File: config.mk
export PLATFORM = sky130hd
export DESIGN_NAME = dmem_arbiter
export DESIGN_NICKNAME = d
export VERILOG_FILES = /design/src/rtl/dmem_arbiter.sv
export SDC_FILE = /design/constraint.sdc
export NUM_CORES = 1
export LEC_CHECK = 0
export BUFFER_PORTS_ARGS = -buffer_cell sky130_fd_sc_hd__buf_2
export CORE_MARGIN = 2
export CORE_UTILIZATION = 46
export CTS_CLUSTER_SIZE = 10
export DETAILED_ROUTE_END_ITERATION = 10
export GPL_ROUTABILITY_DRIVEN = 0
export PLACE_DENSITY = 0.8
export SLEW_MARGIN = 10
export SYNTH_ARGS = -nofsm -noshare
export SYNTH_HDL_FRONTEND = slang
export SYNTH_SLANG_ARGS = --single-unit
File: constraint.sdc
create_clock -name clk -period 2.3 [get_ports clk]
set_input_delay 0.23 -clock clk [delete_from_list [all_inputs] [get_ports clk]]
set_output_delay 0.23 -clock clk [all_outputs]
set_load 0.02 [all_outputs]
File: src/rtl/dmem_arbiter.sv
// dmem_arbiter: two-master arbiter in front of the single data-memory port.
// Master 0 (CPU load/store) has fixed priority. Master 1 (debug/loader)
// wins a contest once STARVE_MAX consecutive contests have gone to master 0.
// Optional grant/contest statistics outputs: define DMEM_ARB_STATS_EN.
//
// state | meaning
// IDLE  | no access in flight, arbitrating
// BUSY0 | access for master 0 outstanding on the memory port
// BUSY1 | access for master 1 outstanding on the memory port
module dmem_arbiter #(
  parameter int ADDR_W     = 32,
  parameter int DATA_W     = 32,
  parameter int STARVE_MAX = 4
) (
  input  logic                clk,
  input  logic                rst,
  input  logic                m0_req,
  input  logic                m0_we,
  input  logic [ADDR_W-1:0]   m0_addr,
  input  logic [DATA_W-1:0]   m0_wdata,
  input  logic [DATA_W/8-1:0] m0_wmask,
  output logic                m0_ack,
  output logic [DATA_W-1:0]   m0_rdata,
  input  logic                m1_req,
  input  logic                m1_we,
  input  logic [ADDR_W-1:0]   m1_addr,
  input  logic [DATA_W-1:0]   m1_wdata,
  input  logic [DATA_W/8-1:0] m1_wmask,
  output logic                m1_ack,
  output logic [DATA_W-1:0]   m1_rdata,
  output logic                mem_req,
  output logic                mem_we,
  output logic [ADDR_W-1:0]   mem_addr,
  output logic [DATA_W-1:0]   mem_wdata,
  output logic [DATA_W/8-1:0] mem_wmask,
  input  logic [DATA_W-1:0]   mem_rdata,
  input  logic                mem_ready
`ifdef DMEM_ARB_STATS_EN
  ,
  output logic [31:0]         gnt0_cnt,
  output logic [31:0]         gnt1_cnt,
  output logic [15:0]         contest_cnt
`endif
);

  localparam logic [3:0] STARVE_LIM = 4'(STARVE_MAX);

  typedef enum logic [1:0] {IDLE, BUSY0, BUSY1} state_t;

  state_t     state, state_nxt;
  logic [3:0] starve_cnt;
  logic       vld0, vld1;
  logic       gnt0, gnt1, contest;

  // A master whose ack is high this cycle is still holding req from the
  // finished access, so it is not a new request.
  assign vld0 = m0_req && !m0_ack;
  assign vld1 = m1_req && !m1_ack;

  // State register.
  always_ff @(posedge clk or negedge rst) begin
    if (!rst) state <= IDLE;
    else      state <= state_nxt;
  end

  // Arbitration and next-state decode.
  always_comb begin
    state_nxt = state;
    gnt0      = 1'b0;
    gnt1      = 1'b0;
    contest   = 1'b0;
    case (state)
      IDLE: begin
        contest = vld0 && vld1;
        if (contest) begin
          if (starve_cnt == STARVE_LIM) gnt1 = 1'b1;
          else                          gnt0 = 1'b1;
        end else if (vld0) begin
          gnt0 = 1'b1;
        end else if (vld1) begin
          gnt1 = 1'b1;
        end
        if (gnt0) state_nxt = BUSY0;
        if (gnt1) state_nxt = BUSY1;
      end
      BUSY0, BUSY1: begin
        if (mem_ready) state_nxt = IDLE;
      end
      default: state_nxt = IDLE;
    endcase
  end

  // Memory-port registers, acks and returned read data.
  always_ff @(posedge clk or negedge rst) begin
    if (!rst) begin
      mem_req   <= 1'b0;
      mem_we    <= 1'b0;
      mem_addr  <= '0;
      mem_wdata <= '0;
      mem_wmask <= '0;
      m0_ack    <= 1'b0;
      m1_ack    <= 1'b0;
      m0_rdata  <= '0;
      m1_rdata  <= '0;
    end else begin
      m0_ack <= 1'b0;
      m1_ack <= 1'b0;
      if (gnt0) begin
        mem_req   <= 1'b1;
        mem_we    <= m0_we;
        mem_addr  <= m0_addr;
        mem_wdata <= m0_wdata;
        mem_wmask <= m0_wmask;
      end else if (gnt1) begin
        mem_req   <= 1'b1;
        mem_we    <= m1_we;
        mem_addr  <= m1_addr;
        mem_wdata <= m1_wdata;
        mem_wmask <= m1_wmask;
      end
      if (state == BUSY0 && mem_ready) begin
        mem_req <= 1'b0;
        m0_ack  <= 1'b1;
        if (!mem_we) m0_rdata <= mem_rdata;
      end
      if (state == BUSY1 && mem_ready) begin
        mem_req <= 1'b0;
        m1_ack  <= 1'b1;
        if (!mem_we) m1_rdata <= mem_rdata;
      end
    end
  end

  // Starvation guard: counts contests master 0 has won in a row.
  always_ff @(posedge clk or negedge rst) begin
    if (!rst) begin
      starve_cnt <= '0;
    end else if (gnt1) begin
      starve_cnt <= '0;
    end else if (gnt0 && contest && starve_cnt != STARVE_LIM) begin
      starve_cnt <= starve_cnt + 4'd1;
    end
  end

`ifdef DMEM_ARB_STATS_EN
  // Grant and contest statistics.
  always_ff @(posedge clk or negedge rst) begin
    if (!rst) begin
      gnt0_cnt    <= '0;
      gnt1_cnt    <= '0;
      contest_cnt <= '0;
    end else begin
      if (gnt0) gnt0_cnt <= gnt0_cnt + 32'd1;
      if (gnt1) gnt1_cnt <= gnt1_cnt + 32'd1;
      if (contest && contest_cnt != 16'hFFFF) contest_cnt <= contest_cnt + 16'd1;
    end
  end
`endif

endmodule

==> results.json <==
{
  "run_status": "completed",
  "grtUsageTotal_pct": 23.69,
  "coreArea_mm2": 0.01324,
  "finClkSkew_ns": 0.01223,
  "cts_buffers": 17,
  "ant_nets": 0,
  "cts_tree": "yes",
  "worst_slack_ns": 0.4414,
  "pin_count": 311,
  "r2r_start": "state[0]",
  "crit_start": "state[0]",
  "die-area_mm2": 0.01456,
  "min_path_cells": 2,
  "tightest_slew_ns": 0.9082,
  "routed.top_layer": "met5",
  "drc": 0,
  "finalMaxSlewViolations": 0,
  "grt_pass1_wl_um": 26690,
  "route.detailed.wl_per_inst_um": 17.29,
  "period_minus_slack_ns": 1.859,
  "diodes": 0,
  "vias": 5246,
  "synth_seq_cells": 142,
  "rrSetupSlack_ns": 0.44,
  "yosysUniqueCellTypes": 29,
  "peakVddDrop_mv": 0.6874,
  "synth_edf_count": 0,
  "area_growth_pct": 37.58,
  "fillers": 1073,
  "cp_max_fo": 40,
  "routed_wl_um": 17120,
  "post-dp-hpwl_um": 12190,
  "grt_overflow": 0,
  "antenna_found_initial": 1,
  "reg2reg_to": "mem_wdata[2]",
  "h-tree-depth": 4,
  "syn_area_per_cell_um2": 12.35,
  "clock_path_buffers": 2,
  "via_per_inst": 5.299,
  "power_density_mw_per_mm2": 1491,
  "ys_warn_count": 0,
  "max-cap-violations": 0,
  "hold_path_class": "in -> reg",
  "synth_area_mm2": 0.006262,
  "holdPathEnd": "m1_rdata[1]",
  "portBuffers": 310,
  "initial_core_util_pct": 47.29,
  "multiInputGateArea_mm2": 0.002235,
  "finalSetupViolCount": 0,
  "syn_inst": 507,
  "min-delay-start": "mem_rdata[1]",
  "drtPass1Iterations": 5,
  "routed-wl-met3_um": 1542,
  "pre_cts_slack_ns": 0.4316,
  "rsz0062_at_grt": "false",
  "min_period_over_period_pct": 80.81,
  "p_leak_nw": 4.440,
  "fp.dieW_um": 120.7,
  "fin_nets": 981,
  "critPathKind": "reg -> reg",
  "final_common_cell": "buf_2",
  "post_cts_buffers": 0,
  "slew_headroom_pct": 39.23,
  "grt_start_max_net_pins": 79,
  "worstPathArrival_ns": 2.15,
  "finalSetupTns_ns": 0,
  "async_flop_share_pct": 100.0,
  "drive_gt1_share_pct": 51.23,
  "path_clk_slew_ns": 0.06,
  "layout_common_cells": "buf_2, dfrtp_1, inv_1",
  "clock.fmax_mhz": 538.0,
  "critPathLaunchType": "register",
  "num_rows": 42,
  "r2r_cells": 5,
  "clock-sinks": 142,
  "wl_met1_um": 6740,
  "insertion_delay_ns": 0.41,
  "dr_wl_met2_um": 8478,
  "synth-main-ff-cell": "dfrtp_1",
  "grt_pass1_vias": 5217,
  "final-hold-violation-count": 0,
  "synth_seq_area_share_pct": 56.74,
  "dieHeight_um": 120.7,
  "syn_nets": 687,
  "drt_iter0_markers": 330,
  "worstPathRequired_ns": 2.59,
  "cts_root_buf": "clkbuf_16",
  "ff_latch_area_mm2": 0.003553,
  "worst_setup_path_end_kind": "register"
}
==> report_power, final <==
part,total [W],internal (W),switching (W)
Combinational,0.00569,0.00229,0.00341
Sequential,0.00440,0.00373,0.000671
Clock,0.00275,0.00169,0.00105
==> layer usage <==
metal	up-vias	track usage, %
met1	2494	28.53
met3	30	7.736
li1	2474	-
met2	246	40.08
met5	-	0
met4	2	7.922
==> Yosys cell counts, types with 3 or more instances <==
library cell | n | area (µm²)
nor2b_1 | 3 | 18.77
nand2b_1 | 4 | 25.02
buf_2 | 10 | 50.05
a211oi_1 | 70 | 525.5
nand2_1 | 3 | 11.26
clkbuf_1 | 29 | 108.9
mux2_1 | 4 | 45.04
a221o_1 | 69 | 690.7
inv_1 | 74 | 277.8
nand3b_1 | 3 | 22.52
buf_1 | 7 | 26.28
ha_1 | 5 | 62.56
dfrtp_1 | 142 | 3553
mux2_2 | 60 | 675.7
==> critical path: stages (launching register included) <==
cell	delay, ns
dfrtp_1	0.38
inv_1	0.10
ha_1	0.35
o21ai_4	0.31
buf_12	0.28
a221o_1	0.31
==> repair_timing <==
action                                 in CTS  in global routing
hold buffers                                1                  0
endpoints found under the hold margin      55                  0
resized for setup                           0                  0
==> cell type report <==
| cell class | instances | share of cell area [%] |
|---|---|---|
| Sequential cell | 142 | 41.24 |
| Multi-Input combinational cell | 242 | 25.94 |
| Timing Repair Buffer | 324 | 20.06 |
| Clock buffer | 21 | 5.460 |
| Inverter | 74 | 3.224 |
| Tap cell | 176 | 2.556 |
| Clock inverter | 11 | 1.525 |
==> how the worst max path moves through the flow <==
stage | to | depth (start not counted) | slack, ns
after floorplan | mem_addr[10] | 8 | 0.58
after global placement | mem_wdata[0] | 5 | 0.49
after detailed placement | mem_wdata[16] | 5 | 0.43
after CTS | mem_wdata[14] | 5 | 0.43
after global routing | mem_wdata[15] | 5 | 0.32
final | mem_wdata[2] | 5 | 0.44
==> metrics by stage <==
stage	instances	hold slack [ns]	power [W]	area [µm²]	utilization, %
final	990	0.04216	0.01284	8616	65.06
after global routing	990	0.02811	0.01358	8616	65.06
after CTS	990	0.03245	0.01297	8616	65.06
after detailed placement	957	0.2307	0.01018	8004	60.44
after global placement	957	0.2282	0.009996	8004	60.44
after floorplan	507	-0.06559	0.008075	6262	-
==> cells by family after synthesis <==
family	after synthesis	synth area share, %
mux	64	11.51
flops	142	56.74
compound gates	150	20.56
buf+inv	123	7.872
fa+ha+maj	5	0.9990
simple gates	23	2.318
==> sequential cells by signal, summed over array words and instances (netlist names) <==
register / count
state: 2
mem_wmask: 4
starve_cnt: 4
m0_ack: 1
mem_req: 1
mem_we: 1
mem_wdata: 32
m1_rdata: 32
m1_ack: 1
m0_rdata: 32
mem_addr: 32
(Power assumes the default switching activity.)
